===== config.mk =====
export PLATFORM = sky130hd
export DESIGN_NAME = regfile_scoreboard
export DESIGN_NICKNAME = d
export VERILOG_FILES = /design/src/rtl/regfile_pkg.sv /design/src/rtl/pend_counter.sv /design/src/rtl/regfile_scoreboard.sv
export SDC_FILE = /design/constraint.sdc
export NUM_CORES = 2
export LEC_CHECK = 0
export CORE_MARGIN = 2
export CORE_UTILIZATION = 55
export DETAILED_ROUTE_END_ITERATION = 16
export PLACE_DENSITY_LB_ADDON = 0.08
export SLEW_MARGIN = 20
export SYNTH_ARGS = -nofsm -noshare
export SYNTH_HDL_FRONTEND = slang
export SYNTH_SLANG_ARGS = --single-unit

===== constraint.sdc =====
create_clock -name WrClk -period 6.3 [get_ports WrClk]
set_clock_uncertainty 0.1 [all_clocks]
set_input_delay 1.26 -clock WrClk [delete_from_list [all_inputs] [get_ports WrClk]]
set_output_delay 1.26 -clock WrClk [all_outputs]
set_load 0.02 [all_outputs]

===== src/rtl/regfile_pkg.sv =====
// Shared types and helpers for the register file with pending-write scoreboard.
package regfile_pkg;

  localparam int unsigned XLEN_DEF = 32;
  localparam int unsigned NREG_DEF = 32;
  localparam int unsigned AW_MAX   = 5;

  // Decoded register address: raw index plus "names a real, writable register".
  typedef struct packed {
    logic              valid;
    logic [AW_MAX-1:0] addr;
  } reg_addr_t;

  function automatic int unsigned clog2_min1(input int unsigned n);
    return (n <= 2) ? 1 : $clog2(n);
  endfunction

  function automatic reg_addr_t make_addr(input logic [AW_MAX-1:0] a, input int unsigned nreg);
    reg_addr_t r;
    r.addr  = a;
    r.valid = (a != '0) && (32'(a) < nreg);
    return r;
  endfunction

endpackage


===== src/rtl/pend_counter.sv =====
// Saturating up/down counter of outstanding writes to one architectural register.
module pend_counter #(
  parameter int unsigned CW   = 2,
  parameter int unsigned MAXV = 3
) (
  input  logic          clk,
  input  logic          rst_n,
  input  logic          inc_i,
  input  logic          dec_i,
  output logic [CW-1:0] cnt_o,
  output logic          max_o,
  output logic          nz_o
);

  logic [CW-1:0] cnt_q, cnt_d;

  // Simultaneous inc and dec cancel; both ends saturate.
  always_comb begin
    cnt_d = cnt_q;
    if (inc_i && !dec_i && (cnt_q != CW'(MAXV))) begin
      cnt_d = cnt_q + CW'(1);
    end else if (dec_i && !inc_i && (cnt_q != '0)) begin
      cnt_d = cnt_q - CW'(1);
    end
  end

  always_ff @(posedge clk or negedge rst_n) begin
    if (!rst_n) begin
      cnt_q <= '0;
    end else begin
      cnt_q <= cnt_d;
    end
  end

  assign cnt_o = cnt_q;
  assign max_o = (cnt_q == CW'(MAXV));
  assign nz_o  = (cnt_q != '0);

endmodule


===== src/rtl/regfile_scoreboard.sv =====
// RV32I-style register file (2R/1W, optional write bypass) with per-register
// pending-write scoreboard. Define REGFILE_DBG_EN to add DbgRa/DbgBus/DbgPend.
module regfile_scoreboard
  import regfile_pkg::*;
#(
  parameter  int unsigned XLEN    = XLEN_DEF,
  parameter  int unsigned NREG    = NREG_DEF,
  parameter  int unsigned MAXPEND = 3,
  parameter  int unsigned BYPASS  = 1,
  localparam int unsigned AW      = clog2_min1(NREG)
) (
  input  logic            WrClk,
  input  logic            Rst_n,
  input  logic [AW-1:0]   Ra,
  input  logic [AW-1:0]   Rb,
  output logic [XLEN-1:0] busA,
  output logic [XLEN-1:0] busB,
  output logic            BusyA,
  output logic            BusyB,
  input  logic [AW-1:0]   Rw,
  input  logic [XLEN-1:0] busW,
  input  logic            RegWr,
  input  logic            IssVld,
  input  logic [AW-1:0]   IssRd,
`ifdef REGFILE_DBG_EN
  input  logic [AW-1:0]   DbgRa,
  output logic [XLEN-1:0] DbgBus,
  output logic [NREG-1:1] DbgPend,
`endif
  output logic            IssRdy
);

  localparam int unsigned CW = clog2_min1(MAXPEND + 1);

  reg_addr_t ra_s, rb_s, rw_s, iss_s;

  assign ra_s  = make_addr(AW_MAX'(Ra), NREG);
  assign rb_s  = make_addr(AW_MAX'(Rb), NREG);
  assign rw_s  = make_addr(AW_MAX'(Rw), NREG);
  assign iss_s = make_addr(AW_MAX'(IssRd), NREG);

  logic [XLEN-1:0] regs_q [NREG];
  logic            we;
  logic            acc;
  logic            ret;
  logic [NREG-1:0] nz_w;
  logic [NREG-1:0] max_w;
  logic [CW-1:0]   cnt_w [NREG];

  assign we = RegWr && rw_s.valid;

  // Register array; entry 0 is never written so it reads as zero.
  always_ff @(posedge WrClk or negedge Rst_n) begin
    if (!Rst_n) begin
      for (int i = 0; i < NREG; i++) begin
        regs_q[i] <= '0;
      end
    end else if (we) begin
      regs_q[Rw] <= busW;
    end
  end

  assign acc = IssVld && IssRdy && iss_s.valid;
  assign ret = we && nz_w[Rw];

  assign nz_w[0]  = 1'b0;
  assign max_w[0] = 1'b0;
  assign cnt_w[0] = '0;

  for (genvar r = 1; r < NREG; r++) begin : g_pend
    pend_counter #(
      .CW   (CW),
      .MAXV (MAXPEND)
    ) u_cnt (
      .clk   (WrClk),
      .rst_n (Rst_n),
      .inc_i (acc && (iss_s.addr == AW_MAX'(r))),
      .dec_i (ret && (rw_s.addr == AW_MAX'(r))),
      .cnt_o (cnt_w[r]),
      .max_o (max_w[r]),
      .nz_o  (nz_w[r])
    );
  end

  // A saturated destination stalls issue; a same-cycle retire gives no credit.
  always_comb begin
    IssRdy = 1'b1;
    if (iss_s.valid) begin
      IssRdy = !max_w[IssRd];
    end
  end

  // Read port A: data and busy, with optional forwarding of the writeback.
  always_comb begin
    busA  = '0;
    BusyA = 1'b0;
    if (ra_s.valid) begin
      if ((BYPASS != 0) && we && (rw_s.addr == ra_s.addr)) begin
        busA = busW;
      end else begin
        busA = regs_q[Ra];
      end
      if (BYPASS != 0) begin
        BusyA = nz_w[Ra] && !(ret && (rw_s.addr == ra_s.addr) && (cnt_w[Ra] == CW'(1)));
      end else begin
        BusyA = nz_w[Ra];
      end
    end
  end

  // Read port B mirrors port A.
  always_comb begin
    busB  = '0;
    BusyB = 1'b0;
    if (rb_s.valid) begin
      if ((BYPASS != 0) && we && (rw_s.addr == rb_s.addr)) begin
        busB = busW;
      end else begin
        busB = regs_q[Rb];
      end
      if (BYPASS != 0) begin
        BusyB = nz_w[Rb] && !(ret && (rw_s.addr == rb_s.addr) && (cnt_w[Rb] == CW'(1)));
      end else begin
        BusyB = nz_w[Rb];
      end
    end
  end

`ifdef REGFILE_DBG_EN
  logic [XLEN-1:0] dbg_bus_q, dbg_bus_d;

  always_comb begin
    dbg_bus_d = '0;
    if ((DbgRa != '0) && (32'(DbgRa) < NREG)) begin
      dbg_bus_d = regs_q[DbgRa];
    end
  end

  always_ff @(posedge WrClk or negedge Rst_n) begin
    if (!Rst_n) begin
      dbg_bus_q <= '0;
    end else begin
      dbg_bus_q <= dbg_bus_d;
    end
  end

  assign DbgBus  = dbg_bus_q;
  assign DbgPend = nz_w[NREG-1:1];
`endif

endmodule

# Word-level counts from Yosys, hierarchy flattened
# Index checks and enable logic that the tools add are counted.
[word_totals]
ff_bits = 1086
inputBits = 56
out_inout_bits = 67
elab_cells = 686
[classes]
addsub = 62
magnitude_cmp = 8
n_eq_ne = 128
n_mux = 92
n_bitwise = 3
reduce_logical = 330
[op_table]
columns = ["op", "n"]
rows = [
  ["1024-bit bitwise mux", 1],
  ["32-bit binary-select mux with 5-bit select", 2],
  ["32-bit 2-to-1 mux", 9],
  ["1-bit logical AND", 199],
  ["32-bit demux with 5-bit select", 1],
  ["5-bit == test, second input constant", 32],
  ["2-bit 2-to-1 mux", 66],
  ["2-bit nonzero test", 62],
  ["5-bit by 4-bit == test with 1-bit output, second input constant", 16],
  ["1-bit zero test", 65],
  ["2-bit by 1-bit adder with 2-bit output, second input constant", 31],
  ["2-bit == test, second input constant", 31],
  ["2-bit inequality test, second input constant", 31],
  ["2-bit by 1-bit subtractor with 2-bit output, second input constant", 31],
  ["5-bit by 3-bit == test with 1-bit output, second input constant", 8],
  ["5-bit by 6-bit < comparator with 1-bit output, second input constant", 4],
  ["1-bit binary-select mux with 5-bit select", 4],
  ["2-bit binary-select mux with 5-bit select", 2],
  ["5-bit by 2-bit == test with 1-bit output, second input constant", 4],
  ["5-bit nonzero test", 4],
  ["6-bit >= comparator, second input constant", 3],
  ["5-bit NOT with 6-bit output", 3],
  ["5-bit by 1-bit == test with 1-bit output, second input constant", 2],
  ["5-bit == test", 2],
  ["other kinds (3)", 10],
]

# Longest topological paths before layout
[depth]
depth_word = 13
mapped_depth = 10
ltp_nobuf = 7

# Cells and area by module
# From an unflattened synthesis, not the netlist that was laid out.
[unflattened]
hier_cells = 4419
hier_area_um2 = 61305.0
[by_module_without_submodules]
columns = ["module", "instances", "cells_per_inst", "area_each_um2", "seq_area_each_um2"]
rows = [
  ["regfile_scoreboard", 1, 3985, 57503.9, 25624.6],
  ["pend_counter", 31, 14, 122.6, 50.0],
]

# Least setup slack after synthesis
# Ideal clock, no wire load.
[synth_path]
path_type = "in2out"
startpoint = "input Ra[0]"
endpoint = "output BusyA"
arrival_ps = 3528
required_time_ps = 4940
setup_slack_ps = 1412
cell_stages = 8
cell_sequence = "clkbuf_1 buf_2 buf_2 buf_2 mux4_2 a211oi_1 a21oi_1 o32ai_1"
[synth_between]
elab_chain_cells = 9
word_cells_on_any_way = 14
classes_between = "eq/ne (2); mux (6); bitwise (1); reduce/logical (5)"
[synth_rtl]
columns = ["element", "line_no", "source"]
rows = [
  ["start, declared", "regfile_scoreboard.sv:14", "input logic [AW-1:0] Ra,"],
  ["5-bit NOT with 6-bit output (not written as such)", "regfile_scoreboard.sv:104", "BusyA = nz_w[Ra] && !(ret && (rw_s.addr == ra_s.addr) && (cnt_w[Ra] == CW'(1)));"],
  ["2-bit binary-select mux with 5-bit select", "regfile_scoreboard.sv:104", ""],
  ["2-bit 2-to-1 mux (not written as such) (2 in series)", "regfile_scoreboard.sv:104", ""],
  ["2-bit by 1-bit == test with 1-bit output", "regfile_scoreboard.sv:104", ""],
  ["1-bit logical AND", "regfile_scoreboard.sv:104", ""],
  ["1-bit zero test", "regfile_scoreboard.sv:104", ""],
  ["1-bit logical AND", "regfile_scoreboard.sv:104", ""],
  ["1-bit 2-to-1 mux (*)", "regfile_scoreboard.sv:97", "if (ra_s.valid) begin"],
  ["end, declared", "regfile_scoreboard.sv:18", "output logic BusyA,"],
]
# Mark *: on every way between the ends. The rest lies on a longest branch, timed or not. The select of a mux whose other input is x is not followed.

# Final worst setup path
[layout_path]
startpoint = "input Rw[2]"
endpoint = "output busA[9]"
[layout_between]
elab_chain_cells = 5
word_cells_on_any_way = 6
classes_between = "eq/ne (1); mux (2); reduce/logical (3)"
[layout_rtl]
columns = ["element", "line_no", "source"]
rows = [
  ["start, declared", "regfile_scoreboard.sv:20", "input logic [AW-1:0] Rw,"],
  ["5-bit nonzero test", "regfile_pkg.sv:21", "r.valid = (a != '0) && (32'(a) < nreg);"],
  ["1-bit logical AND", "regfile_scoreboard.sv:50", "assign we = RegWr && rw_s.valid;"],
  ["1-bit logical AND (*)", "regfile_scoreboard.sv:98", "if ((BYPASS != 0) && we && (rw_s.addr == ra_s.addr)) begin"],
  ["32-bit 2-to-1 mux (*)", "regfile_scoreboard.sv:98", ""],
  ["32-bit 2-to-1 mux (*)", "regfile_scoreboard.sv:97", ""],
  ["end, declared", "regfile_scoreboard.sv:16", "output logic [XLEN-1:0] busA,"],
]
# Mark *: on every way between the ends. The rest lies on a longest branch, timed or not.

==> impl_results.md <==
- Status: finished, final reports clean
- Data required time of the worst path: 4.94 ns
- Clock power share: 34.4%
- Mapped Area: 60,400 µm²
- Min-Delay Endpoint: regs_q[998]
- Max-slew violation count: 0
- Max-cap viol count: 0
- Met2 usage: 53.2%
- Kind of critical path: primary input to output port
- Fin. Hold Viols: 0
- Latest clock arrival within the worst-skew pair: 0.74 ns
- Setup TNS: 0 ns
- Worst reg-to-reg setup slack: 3.42 ns
- CTS resizes: 0
- Worst r2r dst: g_pend[26].u_cnt.cnt_o[0]
- Max VDD drop: 269 µV
- GRT Resource Usage Total: 34.5%
- Largest net degree at the start of global routing: 118
- Maximum clock rate: 163 MHz
- PD cells: 322 nW/µm²
- CTS root buffer: clkbuf_16
- Hold path cells: 0
- Combinational fraction of design power: 22.9%
- Ys flop type: dfrtp_1
- LEAKAGE: 28.8 nW
- Critical Path Sink Type: output port
- Filler Cells Inserted: 8,133
- Total Power: 22.0 mW
- Dominant cells by area after synthesis: dfrtp_1 45%, mux4_2 24%, mux2_2 17%
- Placed insts: 5,548
- Wire per inst: 33.0 µm
- Sequential share of the synthesized area: 45.0%
- Worst path buffer plus inverter count: 4
- Width of the die: 335 µm
- FF-to-FF Start: g_pend[17].u_cnt.cnt_o[0]
- Post-DP Area: 64,000 µm²
- Routability Congestion: 0.908
- Initial core utilization: 55.5%
- Share of cells above drive strength 1: 46.9%
- H-tree levels: 3
- Vias in the first global route: 40.5k
- Gr ovfl total: 0
- Vias/cell: 6.99
- TritonCTS Buffers: 119
- Setup slack after layout: 0.175 ns
- P_sw: 6.16 mW
- Final ANT Viol Nets: 0
- Hold Path Class: register to register
- R2R depth: 7
- Top cells by count, synth: 1,086 x dfrtp_1, 929 x mux2_2, 631 x mux4_2, 301 x nand2_1, 284 x clkbuf_1
- DIE AREA: 112,000 µm²
- Mapped Nets: 4,311
- First-pass GRT wire length: 282,000 µm
- Worst-Margin Slew: 1.12 ns
- HP Start: regs_q[998]
- GR peak layer: met2
- Share of the synthesized area in the top cell type: 45.0%
- Layout Nets: 4,311
- CP delay by family, top: buffers and inverters
- Seq pwr share: 42.7%
- Crit-path cells: clkdlybuf4s50_1 -> xnor2_1 -> nand3_1 -> nor3_1 -> and2_1 -> buf_12 -> a211oi_1 -> nor3_1 -> buf_4 -> clkdlybuf4s50_1
- CP max stage delay: 0.65 ns
- Routed WL: 190,000 µm
- YS warnings: 0
- Cell with the most instances after synthesis: dfrtp_1
- Mapped Cells: 4,255
- Final min period: 6.12 ns
- Startpoint type of the worst setup path: primary input
- Initial antenna violation count: 3
- Seq cells post-synth: 1,086
- CTS tree: done
- Num rows: 121
- Period utilization: 97.2%
- P_int: 15.8 mW
- CTS Hold Buffers Added: 0
- Critical Path AT: 4.76 ns
- Non-filler cells in the finished layout: 5,767
- Netlist cell types: 75
- Area growth syn-to-layout: 12.9%
- Switching part of the total: 28.0%
- Post-synth EDFFs: 0
- Dpl hpwl: 112,000 µm
- Async SR Flop Fraction: 100%
- WP depth: 10
- I/O pin cnt: 123
- Worst-path fanout max: 13
- First-pass iteration count of the detailed router: 6
- Total core area: 109,000 µm²
- Clock slew at reported path FFs: 0.06 ns
- Synth area leader: dfrtp_1
- Finished Cell Area: 68,200 µm²
- Drt drc: 0
- Chip height: 335 µm
- Syn_area_per_cell: 14.2 µm²
- Relative slew slack: 25.0%
- Post-CTS Setup Bufs: 0
- Routing usage on met1: 50.3%
- CTS Sinks: 1,086
- Buffers on Ports: 122
- Vias post-DR: 40.3k
- Max Buffers Root-to-Sink: 3
- Met3 GRT Util: 6.44%
- Initial drt markers: 4,441
- RSZ-0062 raised after global routing: no
- Worst slack at placement: 0.295 ns
- Setup violations, final: 0
- CP max-delay cell: clkdlybuf4s50_1
## stage by stage
step                      hold slack [ns]  util [%]
after floorplan                     0.341         -
after global placement              0.277      58.7
after CTS                           0.296      62.6
after global routing                0.306      62.6
after detailed placement            0.282      58.8
final                               0.294      62.6
## power by group through the flow
stage	clock (mW)	combinational, mW	sequential [mW]
3_5_place_dp	0	5.01	9.46
2_1_floorplan	0	3.71	9.09
5_1_grt	7.93	5.36	9.56
3_3_place_gp	0	4.91	9.38
4_1_cts	7.64	5.03	9.35
6_report	7.55	5.03	9.39
## registers in the layout, indices dropped and copies added, names as in the netlist
signal and flops:
g_pend.u_cnt.cnt_o 62, regs_q 1024
## cells in the final DEF (no fill, tap or decap), types with 63 or more instances in the layout
cell and count:
a211oi_1 134, a21oi_1 63, buf_4 174, clkbuf_16 119
clkdlybuf4s50_1 106, dfrtp_1 1086, mux2_2 929, mux2i_1 73
mux4_2 631, nand2_1 291, nor2_1 137
## area by class of cell
type	instances	area [µm²]	area share [%]
diodes	2	5.00	0.00734
inverters	21	81.3	0.119
well taps	1414	1770	2.60
flip-flops and latches	1086	27200	39.9
clock buffers	170	3460	5.07
multi-input cells	2691	31500	46.2
repair buffers	336	3420	5.02
clock inverters	47	759	1.11
## how the worst max path moves through the flow
stage | start | endpoint | slack (ns)
final | Rw[2] | busA[9] | 0.18
after global routing | Rw[2] | busA[9] | 0.12
after CTS | Rw[3] | busA[9] | 0.30
after detailed placement | Rw[3] | busA[9] | 0.29
after global placement | Rw[3] | busB[9] | 0.30
after floorplan | Ra[0] | BusyA | 1.41
## routing by layer
layer	wire, µm	vias to the layer above
met5	0	-
met4	5510	0
met3	15500	314
met2	88700	1762
met1	80400	21900
li1	-	16300
## logic make-up after synthesis
kind of cell           share of synthesized area (%)
multiplexers                                    42.1
flip-flops                                      45.0
AND/OR/NAND/NOR                                 5.13
buffers and inverters                           3.29
AO/OA/AOI/OAI                                   4.10
XOR/XNOR                                       0.421
(Power assumes the default switching activity.)
